`src/rtl/dpram_wr_arbiter.sv`:
```
// Write-side controller for the shared dual-port RAM: round-robin arbitration between two
// requesters plus a clear pass that zeroes every location after reset or on command.
module dpram_wr_arbiter #(
    parameter int unsigned DW = 4,
    parameter int unsigned AW = 2,
    parameter int unsigned CW = 8
) (
    input  logic          clck,
    input  logic          rst,
    input  logic          clr,
    input  logic          req_a,
    input  logic [AW-1:0] addr_a,
    input  logic [DW-1:0] wdata_a,
    output logic          ack_a,
    input  logic          req_b,
    input  logic [AW-1:0] addr_b,
    input  logic [DW-1:0] wdata_b,
    output logic          ack_b,
    output logic [1:0]    write,
    output logic [AW-1:0] address,
    output logic [DW-1:0] data_a,
    output logic [DW-1:0] data_b,
    output logic          init_busy,
    output logic [CW-1:0] conflict_cnt
);

    localparam int unsigned DEPTH = 2 ** AW;

    typedef enum logic [0:0] {StInit, StIdle} state_e;

    state_e        state_q, state_d;
    logic [AW-1:0] init_cnt_q, init_cnt_d;
    logic [1:0]    write_q, write_d;
    logic [AW-1:0] address_q, address_d;
    logic [DW-1:0] data_a_q, data_a_d;
    logic [DW-1:0] data_b_q, data_b_d;
    logic          ack_a_q, ack_a_d;
    logic          ack_b_q, ack_b_d;
    logic          init_busy_q, init_busy_d;
    logic [CW-1:0] conflict_q, conflict_d;
    logic          last_a_q, last_a_d;
    logic          elig_a, elig_b;
    logic          grant_a, grant_b;

    // A requester whose ack is still showing has not had a chance to drop its request yet.
    assign elig_a = req_a & ~ack_a_q;
    assign elig_b = req_b & ~ack_b_q;

    always_comb begin
        state_d    = state_q;
        init_cnt_d = init_cnt_q;
        write_d    = 2'b00;
        address_d  = address_q;
        data_a_d   = data_a_q;
        data_b_d   = data_b_q;
        ack_a_d    = 1'b0;
        ack_b_d    = 1'b0;
        conflict_d = conflict_q;
        last_a_d   = last_a_q;
        grant_a    = 1'b0;
        grant_b    = 1'b0;

        unique case (state_q)
            StInit: begin
                write_d    = 2'b10;
                address_d  = init_cnt_q;
                data_a_d   = '0;
                data_b_d   = '0;
                init_cnt_d = init_cnt_q + 1'b1;
                if (init_cnt_q == AW'(DEPTH - 1)) begin
                    state_d = StIdle;
                end
            end
            StIdle: begin
                if (clr) begin
                    state_d    = StInit;
                    init_cnt_d = '0;
                end else begin
                    if (elig_a && elig_b) begin
                        grant_a = ~last_a_q;
                        grant_b = last_a_q;
                        if (conflict_q != '1) begin
                            conflict_d = conflict_q + 1'b1;
                        end
                    end else begin
                        grant_a = elig_a;
                        grant_b = elig_b;
                    end

                    if (grant_a) begin
                        write_d   = 2'b10;
                        address_d = addr_a;
                        data_a_d  = wdata_a;
                        ack_a_d   = 1'b1;
                        last_a_d  = 1'b1;
                    end else if (grant_b) begin
                        write_d   = 2'b01;
                        address_d = addr_b;
                        data_b_d  = wdata_b;
                        ack_b_d   = 1'b1;
                        last_a_d  = 1'b0;
                    end
                end
            end
        endcase

        // Busy covers the clr edge and every clear write, dropping once the last write retires.
        init_busy_d = (state_q == StInit) || (state_d == StInit);
    end

    always_ff @(posedge clck or posedge rst) begin
        if (rst) begin
            state_q     <= StInit;
            init_cnt_q  <= '0;
            write_q     <= 2'b00;
            address_q   <= '0;
            data_a_q    <= '0;
            data_b_q    <= '0;
            ack_a_q     <= 1'b0;
            ack_b_q     <= 1'b0;
            init_busy_q <= 1'b1;
            conflict_q  <= '0;
            last_a_q    <= 1'b0;
        end else begin
            state_q     <= state_d;
            init_cnt_q  <= init_cnt_d;
            write_q     <= write_d;
            address_q   <= address_d;
            data_a_q    <= data_a_d;
            data_b_q    <= data_b_d;
            ack_a_q     <= ack_a_d;
            ack_b_q     <= ack_b_d;
            init_busy_q <= init_busy_d;
            conflict_q  <= conflict_d;
            last_a_q    <= last_a_d;
        end
    end

    assign write        = write_q;
    assign address      = address_q;
    assign data_a       = data_a_q;
    assign data_b       = data_b_q;
    assign ack_a        = ack_a_q;
    assign ack_b        = ack_b_q;
    assign init_busy    = init_busy_q;
    assign conflict_cnt = conflict_q;

endmodule
```
`config.mk`:
```
export PLATFORM = sky130hd
export DESIGN_NAME = dpram_wr_arbiter
export DESIGN_NICKNAME = d
export VERILOG_FILES = /design/src/rtl/dpram_wr_arbiter.sv
export SDC_FILE = /design/constraint.sdc
export NUM_CORES = 1
export LEC_CHECK = 0
export ABC_AREA = 1
export CORE_ASPECT_RATIO = 2
export CORE_MARGIN = 5
export CORE_UTILIZATION = 47
export DETAILED_ROUTE_END_ITERATION = 7
export GPL_TIMING_DRIVEN = 0
export PLACE_DENSITY_LB_ADDON = 0.15
export SLEW_MARGIN = 30
export SYNTH_ARGS = -nofsm -noshare
export SYNTH_HDL_FRONTEND = slang
export SYNTH_SLANG_ARGS = --single-unit
export TNS_END_PERCENT = 100
```
`constraint.sdc`:
```
create_clock -name clck -period 1.8 [get_ports clck]
set_clock_uncertainty 0.15 [all_clocks]
set_input_delay 0.18 -clock clck [delete_from_list [all_inputs] [get_ports clck]]
set_output_delay 0.18 -clock clck [all_outputs]
set_load 0.1 [all_outputs]
```
== Yosys cells after proc, flatten, opt, wreduce, memory -nomap -nowiden ==
Cells that the tools add are included.
Word-level totals
  output and inout port bits: 23
  input bits: 17
  logic and storage cells: 72
  register bits: 27
Cells by class
  eq/ne operators: 8
  bitwise operators: 8
  $add $sub $neg: 2
  mux-type cells: 35
  reduce and logical (&&, ||, !) cells: 8
Operators by type and width (count)
  4-bit 2-to-1 mux: 5
  1-bit 2-to-1 mux: 18
  4-bit case mux with 2 select lines: 2
  2-bit 2-to-1 mux: 6
  2-bit case mux with 2 select lines: 3
  8-bit by 1-bit adder with 8-bit output, second input constant: 1
  8-bit inequality test, second input constant: 1
  2-bit inequality test, second input constant: 3
  1-bit inverter: 6
  3-bit AND reduction: 2
  2-bit by 1-bit inequality test with 1-bit output, second input constant: 2
  2-bit AND reduction: 2
  4-bit AND reduction: 1
  3-bit by 1-bit inequality test with 1-bit output, second input constant: 1
  2-bit by 1-bit adder with 2-bit output, second input constant: 1
  1-bit AND: 2
  2-bit equality test, second input constant: 1
  1-bit case mux with 2 select lines: 1
  2-bit nonzero test: 1
  1-bit logical AND: 1
  1-bit logical OR: 1

== Logic depth before layout (Yosys ltp) ==
Gate-level depths: netlist of the first run.
  word-level depth: 10
  gate-level depth with buffers: 7
  mapped depth without buffers: 7

== Least setup slack after synthesis of the first run ==
Ideal clock, no wire load.
  path type: reg-to-reg
  from: reg conflict_q[0], in the netlist conflict_cnt[0]
  to: reg conflict_q[4], in the netlist conflict_cnt[4]
  data required time: 1.582 ns
  buffers on the path: 0
  period minus slack after synthesis: 2.079 ns
  stages on the path, launching flop included: 8
  setup slack: -0.279 ns
  arrival time: 1.861 ns
  setup time: 0.068 ns
  cell sequence: dfrtp_1 > ha_1 > inv_2 > nor2_4 > nand3_2 > nand2_4 > nand2_1 > nand2_1
Between the ends
  word-level cells in the longest chain between the ends: 2
  elaborated cells on any way between the ends: 3
  those cells by class: 1 x add/sub; 1 x eq/ne; 1 x reduce/logical
RTL lines
  from (decl): RTL line 40  | logic [CW-1:0] conflict_q, conflict_d;
  from (signal assigned): RTL line 134  | conflict_q <= conflict_d;
  parallel branches: the longest is 2 deep, another holds 8-bit by 1-bit adder with 8-bit output
Several ways; the timed one is not identified.
A chain may end at the register's enable or synchronous reset.

== Final worst setup path of the first run ==
  from: reg init_busy_q, in the netlist init_busy
  to: out init_busy
RTL lines
  from (decl): RTL line 39  | logic init_busy_q, init_busy_d;
  from (signal assigned): RTL line 133  | init_busy_q <= init_busy_d;
  to (decl): RTL line 23  | output logic init_busy,
No word-level cell between the ends.

==> impl_metrics.json, run 1 <==
{
  "grt_first_pass_wirelength_um": 5899,
  "antenna_found_initial": 0,
  "yosysTopAreaCell": "dfrtp_1",
  "p_leak_nw": 0.9671,
  "ant_nets": 0,
  "ys_types": 22,
  "layout-drive-gt1-share_pct": 27.98,
  "period_needed_ns": 1.668,
  "synthCells": 175,
  "netlist_area_sq_um": 1378,
  "htree_levels": 1,
  "overflow": 0,
  "clk_latency_ns": 0.28,
  "status": "complete, no violations",
  "yosys-top-cells-area": "dfrtp_1 45%, nand2_1 20%, inv_1 5.7%",
  "drt_wl_total_um": 3337,
  "dieHeight_um": 86.56,
  "crit_family": "buffers and inverters",
  "synth_nets": 194,
  "worstPathRequired_ns": 1.47,
  "dr.pass1.iters": 4,
  "synth_top_family_by_area": "simple AND/OR/NAND/NOR gates",
  "setup_viol": 0,
  "rsz0062_at_grt": "no",
  "slew_viol_final": 0,
  "yosys_warnings": 0,
  "vias_per_cell": 5.008,
  "worst-setup-path-type": "flop to output pin",
  "vias": 1237,
  "cts_hold_buf": 0,
  "design.die.area_sq_um": 4179,
  "power_density_nw_per_um2": 1373,
  "synth_xor_area_share_pct": 1.907,
  "critical-path-slowest-cell": "clkdlybuf4s15_2",
  "crit_fanout": 1,
  "areaGrowthSynthToFinish_pct": 36.69,
  "synth_area_per_cell_sq_um": 7.872,
  "setup_slack_ns": 0.1316,
  "grt_start_max_net_pins": 27,
  "io_pins": 40,
  "gp_congestion": 0.8804,
  "ys.flop_type": "dfrtp_1",
  "hold_violations": 0,
  "relSlewSlack_pct": 63.18,
  "crit_path_max_incr_delay_ns": 0.54,
  "cts-root-buf": "clkbuf_8",
  "fill_cells": 245,
  "cts_max_path_buffers": 2,
  "diodes": 0,
  "cts_buffers": 3,
  "reg2regPathDepth": 7,
  "num-nets-final": 238,
  "cap_violations": 0,
  "synth_adder_area_share_pct": 1.817,
  "peakVddDrop_uv": 1031,
  "start_util_pct": 49.13,
  "fmax_ghz": 0.5994,
  "synthSimpleGateAreaFrac_pct": 38.51,
  "num_rows": 27,
  "cts_tree": "built",
  "grt_pass1_vias": 1332,
  "cp-end-kind": "output pin",
  "synth_edf_count": 0,
  "wl_per_cell_um": 13.51,
  "drt_iter0_drc": 33,
  "yosysMostFrequentCell": "nand2_1",
  "cp.buffers_inverters": 1,
  "crit_chain": "clkdlybuf4s15_2",
  "cp.depth": 1,
  "core_sq_um": 2804,
  "holdCritPathClass": "primary input to asynchronous set/reset pin",
  "worstPathArrival_ns": 1.34,
  "yosys_register_bits": 26,
  "grtUsageTotal_pct": 19.36,
  "cts.sinks": 26,
  "portBuffers": 39,
  "pre_cts_ws_ns": -0.1493,
  "cp-start-kind": "flop",
  "yosysTopAreaCellShare_pct": 45.41,
  "synth_compound_area_share_pct": 2.271,
  "hpwl_um": 2692,
  "synthMuxAreaShare_pct": 0,
  "ys_seq_area_share_pct": 47.32,
  "die_x_um": 48.28,
  "async_flop_share_pct": 100.0,
  "clk_pin_slew_worst_paths_ns": 0.09,
  "drc_errors": 0,
  "whs_ns": 0.1018,
  "synthTopCellsByCount": "73 x nand2_1, 25 x dfrtp_1, 21 x inv_1, 14 x nand3_1, 7 x nor2_4",
  "period_share_pct": 92.69,
  "tightest_slew_ns": 0.5548
}
cell usage in the layout (no fill, tap or decap), types with 3 or more instances in the layout:
cell	count
clkbuf_2	5
clkbuf_8	3
clkdlybuf4s15_2	18
clkdlybuf4s50_1	16
dfrtp_1	17
dfrtp_2	8
inv_1	20
inv_2	6
nand2_1	73
nand2_2	4
nand3_1	14
nor2_1	5
nor2_4	7
cell families (layout without fill, tap and decap cells):
logic type	after synthesis	after routing
AND/OR/NAND/NOR	111	111
buffers and inverters	28	71
flip-flops	26	26
AO/OA/AOI/OAI	5	5
XOR/XNOR	3	3
adder cells (fa/ha/maj)	2	2
final cells by class:
cell class,instances,area [sq um],area share [%]
timing repair buffer,39,387.9,20.60
clock buffer,3,41.29,2.193
clock inverter,1,30.03,1.595
sequential,26,661.9,35.15
multi-input combinational,121,613.1,32.56
buffer,2,15.01,0.7973
inverter,26,97.59,5.183
tap,29,36.28,1.927
worst paths after layout:
check | startpoint | slack, ns | to
max in group asynchronous | rst | 1.01 | conflict_cnt[6]$_DFFE_PP0P_
min in group clck | wdata_b[3] | 0.28 | data_b[3]$_DFFE_PP0P_
max | init_busy$_DFF_PP1_ | 0.13 | init_busy
max reg2reg | conflict_cnt[0]$_DFFE_PP0P_ | 0.30 | conflict_cnt[0]$_DFFE_PP0P_
min | rst | 0.10 | conflict_cnt[0]$_DFFE_PP0P_
min reg2reg | data_b[3]$_DFFE_PP0P_ | 0.34 | data_b[3]$_DFFE_PP0P_
flip-flops by register name (all words and copies together) (netlist names):
signal	flops
write	1
data_a	4
conflict_cnt	8
last_a_q	1
address	2
data_b	4
ack_a	1
init_cnt_q	2
state_q	1
ack_b	1
init_busy	1
report_power, final:
part           leakage (nW)  internal, mW  switching [mW]
Combinational         0.603         0.280           0.996
Clock                0.0357         0.298           0.186
Sequential            0.328         0.723           0.102
through the flow:
stage	power, mW	TNS [ns]	std cells	utilization (%)	instance area, sq um
finish	2.585	0	247	67.16	1883
floorplan	1.838	0	175	-	1388
detailed placement	2.171	-0.9570	243	64.70	1814
global placement	2.138	-0.8741	243	64.70	1814
CTS	2.622	0	247	68.05	1908
global route	2.725	0	247	67.16	1883
routing by layer:
metal / routed length, um / global-route usage [%]
met5: 0 / 0
met3: 174 / 3.534
met1: 1105 / 19.65
met4: 53 / 7.843
met2: 2003 / 35.24
what timing repair did:
| action | in CTS | in global routing |
|---|---|---|
| resized for setup | 64 | 5 |
| endpoints found under the hold margin | 0 | 0 |
| endpoints found under the setup margin | 23 | 5 |
| setup buffers | 0 | 0 |
| pin swaps | 0 | 0 |
Note: power is estimated with default switching activity, not from simulation.
==> inputs of run 2 (changes only) <==
Settings changed: CORE_ASPECT_RATIO 2 to 0.9.
==> impl_metrics.json, run 2 (synthesized netlist as in run 1, its figures left out) <==
{
  "design.die.area_sq_um": 4115,
  "diodes": 0,
  "setup_slack_ns": 0.07346,
  "period_needed_ns": 1.727,
  "cts_setup_buffers": 0,
  "vias_per_cell": 4.651,
  "reg2regPathDepth": 7,
  "antenna_found_initial": 0,
  "crit_path_start": "init_busy$_DFF_PP1_",
  "grt_first_pass_wirelength_um": 5064,
  "grtUsageTotal_pct": 16.58,
  "multi_input_area_sq_um": 613.1,
  "portBuffers": 39,
  "cts_buffers": 3,
  "crit_path_max_incr_delay_ns": 0.54,
  "drt_iter0_drc": 55,
  "worstPathRequired_ns": 1.47,
  "r2r_end": "conflict_cnt[6]$_DFFE_PP0P_",
  "dpl.cell_count": 254,
  "cap_violations": 0,
  "r2r-start": "conflict_cnt[0]$_DFFE_PP0P_",
  "layout-drive-gt1-share_pct": 27.98,
  "htree_levels": 1,
  "wl_per_cell_um": 11.59,
  "cp-start-kind": "flop",
  "cp.depth": 1,
  "grt_start_max_net_pins": 27,
  "drc_errors": 0,
  "ff_latch_area_sq_um": 661.9,
  "start_util_pct": 49.73,
  "fill_cells": 244,
  "cp-end-kind": "output pin",
  "drt_wl_total_um": 2991,
  "cts_max_path_buffers": 2,
  "relSlewSlack_pct": 63.02,
  "die_x_um": 67.07,
  "worst-setup-path-type": "flop to output pin",
  "crit_chain": "clkdlybuf4s15_2",
  "areaGrowthSynthToFinish_pct": 37.42,
  "overflow": 0,
  "peakVddDrop_uv": 1204,
  "crit_fanout": 1,
  "largest_register_ffs": 8,
  "hpwl_um": 2377,
  "hold_violations": 0,
  "cts_tree": "built",
  "final_common_cell": "nand2_1",
  "crit_family": "flip-flops",
  "cts-root-buf": "clkbuf_4",
  "cts.sinks": 26,
  "status": "complete, no violations",
  "gp_congestion": 0.8622,
  "core_sq_um": 2770,
  "fin_util_pct": 68.34,
  "p_leak_nw": 0.9533,
  "setup_viol": 0,
  "worstPathArrival_ns": 1.40,
  "vias": 1200,
  "dr.pass1.iters": 2,
  "holdCritPathClass": "primary input to asynchronous set/reset pin",
  "io_pins": 40,
  "fmax_ghz": 0.5792,
  "layout_common_cells": "73 x nand2_1, 23 x clkdlybuf4s15_2, 20 x inv_1",
  "ant_nets": 0,
  "rrSetupSlack_ns": 0.31,
  "tightest_slew_ns": 0.5573,
  "power_density_nw_per_um2": 1270,
  "dieHeight_um": 61.36,
  "cp.buffers_inverters": 1,
  "critical-path-slowest-cell": "dfstp_2",
  "layoutNonFillerInstCount": 258,
  "rsz0062_at_grt": "no",
  "crit_end": "init_busy",
  "num-nets-final": 238,
  "slew_viol_final": 0,
  "pre_cts_ws_ns": -0.1470,
  "num_rows": 18,
  "clk_pin_slew_worst_paths_ns": 0.14,
  "clk_latency_ns": 0.32,
  "grt_pass1_vias": 1197,
  "period_share_pct": 95.92,
  "whs_ns": 0.06138
}
==> run 2: cell types whose count changed in the layout (fill, tap and decap cells not counted), sizes merged <==
cell / change
clkdlybuf4s15: +5
clkbuf: -4
bufinv: -1
==> run 2: worst min path at each step <==
stage                                        endpoint                  start  cells past startpoint
after global routing      conflict_cnt[7]$_DFFE_PP0P_                    rst                      2
after detailed placement        data_b[1]$_DFFE_PP0P_  data_b[1]$_DFFE_PP0P_                      2
final                     conflict_cnt[7]$_DFFE_PP0P_                    rst                      2
after global placement          data_b[3]$_DFFE_PP0P_  data_b[3]$_DFFE_PP0P_                      2
after CTS                       data_a[1]$_DFFE_PP0P_             wdata_a[1]                      3
after floorplan                       ack_a$_DFF_PP0_                    rst                      1
==> run 2: metal layers <==
| layer | wire (um) | vias to the layer above | GRT usage [%] |
|---|---|---|---|
| met5 | 0 | - | 0 |
| met3 | 117 | 6 | 2.920 |
| met4 | 54 | 0 | 8.671 |
| li1 | - | 614 | - |
| met1 | 1255 | 558 | 18.41 |
| met2 | 1563 | 22 | 30.53 |
==> run 2: worst register-to-register path, delay by kind of cell (launching register included) <==
| kind | cells | cell delay, ns |
|---|---|---|
| AND/OR/NAND/NOR | 5 | 0.49 |
| buffers and inverters | 1 | 0.07 |
| flip-flops | 1 | 0.43 |
| adder cells (fa/ha/maj) | 1 | 0.29 |
==> run 2: area by class of cell <==
class	instances	share of cell area, %
Inverter	26	5.155
Buffer	2	0.7931
Tap cell	40	2.644
Timing Repair Buffer	39	22.14
Sequential cell	26	34.96
Clock buffer	4	1.917
Multi-Input combinational cell	121	32.39
==> run 2: where the power goes <==
| group | total, mW | internal, mW | switching, mW |
|---|---|---|---|
| Sequential | 0.825 | 0.722 | 0.102 |
| Combinational | 1.29 | 0.304 | 0.982 |
| Clock | 0.295 | 0.124 | 0.171 |
==> run 2: what timing repair did <==
item | 4_1_cts | 5_1_grt
hold buffers | 0 | 0
setup endpoints to repair | 23 | 0
resized for setup | 69 | 0
==> run 2: per-stage QoR <==
stage | instance area, sq um | power (mW) | TNS (ns)
2_1_floorplan | 1388 | 1.838 | 0
3_3_place_gp | 1828 | 2.129 | -0.8692
3_5_place_dp | 1828 | 2.159 | -0.9429
4_1_cts | 1893 | 2.432 | 0
5_1_grt | 1893 | 2.547 | 0
6_report | 1893 | 2.405 | 0
==> inputs of run 3 (changes only) <==
Settings changed: CORE_UTILIZATION 47 to 42.
Clock period 1.8 ns to 1.54 ns, I/O delays scaled along.
==> impl_metrics.json, run 3 (synthesized netlist as in run 1, its figures left out) <==
{
  "pre_cts_ws_ns": -0.4139,
  "rsz0062_at_grt": "no",
  "antenna_found_initial": 0,
  "drt_iter0_drc": 60,
  "status": "complete, no violations",
  "diodes": 0,
  "fmax_ghz": 0.6633,
  "grt_first_pass_wirelength_um": 5478,
  "ant_nets": 0,
  "cts_buffers": 3,
  "grtUsageTotal_pct": 14.92,
  "die_x_um": 70.37,
  "cap_violations": 0,
  "gp_congestion": 0.8558,
  "tightest_slew_ns": 0.5473,
  "grt_pass1_vias": 1258,
  "cts_max_path_buffers": 2,
  "setup_viol": 0,
  "dpl.cell_count": 256,
  "wl_per_cell_um": 11.92,
  "cp-start-kind": "flop",
  "crit_chain": "buf_2",
  "cp-end-kind": "output pin",
  "drc_errors": 0,
  "peakVddDrop_uv": 817.2,
  "num_rows": 19,
  "p_leak_nw": 0.9735,
  "clk_latency_ns": 0.27,
  "vias": 1203,
  "period_share_pct": 97.89,
  "clk_pin_slew_worst_paths_ns": 0.09,
  "period_needed_ns": 1.508,
  "io_pins": 40,
  "portBuffers": 39,
  "largest_register_ffs": 8,
  "grt_start_max_net_pins": 27,
  "dieHeight_um": 64.33,
  "cts_tree": "built",
  "layout_common_cells": "73 x nand2_1, 20 x inv_1, 16 x clkdlybuf4s50_1",
  "final_common_cell": "nand2_1",
  "vias_per_cell": 4.627,
  "worst-setup-path-type": "flop to output pin",
  "critical-path-slowest-cell": "dfstp_2",
  "setup_slack_ns": 0.03247,
  "cp.buffers_inverters": 1,
  "power_density_nw_per_um2": 1572,
  "htree_levels": 1,
  "worstPathRequired_ns": 1.24,
  "drt_wl_total_um": 3100,
  "crit_family": "flip-flops",
  "holdCritPathClass": "primary input to asynchronous set/reset pin",
  "dr.pass1.iters": 4,
  "core_sq_um": 3114,
  "crit_fanout": 1,
  "crit_path_max_incr_delay_ns": 0.52,
  "cts-root-buf": "clkbuf_8",
  "design.die.area_sq_um": 4527,
  "worstPathArrival_ns": 1.20,
  "num-nets-final": 238,
  "hpwl_um": 2396,
  "areaGrowthSynthToFinish_pct": 34.97,
  "hold_violations": 0,
  "overflow": 0,
  "cts.sinks": 26,
  "layout-drive-gt1-share_pct": 29.82,
  "slew_viol_final": 0,
  "start_util_pct": 44.23,
  "layoutNonFillerInstCount": 260,
  "relSlewSlack_pct": 63.46
}
==> run 3: layout make-up <==
class	count	area, sq um
Buffer	2	15.01
Inverter	26	97.59
Multi-Input combinational cell	121	630.6
Timing Repair Buffer	39	334.1
Fill cell	301	1255
Clock buffer	4	55.05
Sequential cell	26	674.4
Tap cell	42	52.55
==> run 3: final timing paths <==
kind	slack [ns]	cells after the start	end	from
max reg2reg	0.12	7	data_b[3]$_DFFE_PP0P_	ack_b$_DFF_PP0_
max	0.03	1	init_busy	init_busy$_DFF_PP1_
min reg2reg	0.34	2	address[1]$_DFFE_PP0P_	address[1]$_DFFE_PP0P_
max in group asynchronous	0.74	2	conflict_cnt[2]$_DFFE_PP0P_	rst
min in group clck	0.27	3	data_a[2]$_DFFE_PP0P_	wdata_a[2]
min	0.09	2	ack_b$_DFF_PP0_	rst
==> run 3: repair_timing <==
item                       4_1_cts  5_1_grt
hold buffers                     0        0
resized for setup               90       10
pin swaps                        0        1
setup endpoints to repair       23       12
buffers inserted                 0        0
==> run 3: stage by stage <==
| step | instance area, sq um | TNS [ns] | power [mW] | util [%] | hold WS, ns |
|---|---|---|---|---|---|
| after floorplan | 1413 | 0 | 2.194 | - | 0.04294 |
| after global placement | 1856 | -7.278 | 2.542 | 59.58 | 0.3224 |
| after detailed placement | 1856 | -6.674 | 2.570 | 59.58 | 0.3239 |
| after CTS | 1877 | 0 | 2.952 | 60.27 | 0.1145 |
| after global routing | 1859 | 0 | 3.105 | 59.70 | 0.1398 |
| final | 1859 | 0 | 2.922 | 59.70 | 0.09475 |
==> run 3: routing by layer <==
layer / up-vias / wire length [um] / track usage (%)
met3: 2 / 156 / 4.702
met4: 0 / 16 / 2.871
met5: - / 0 / 0
met2: 32 / 1522 / 26.05
met1: 553 / 1404 / 18.16
li1: 616 / - / -
==> run 3: power breakdown <==
part	internal [mW]	switching, mW	leakage (nW)
registers	0.863	0.131	0.324
logic	0.340	1.15	0.620
clock network	0.228	0.210	0.0288
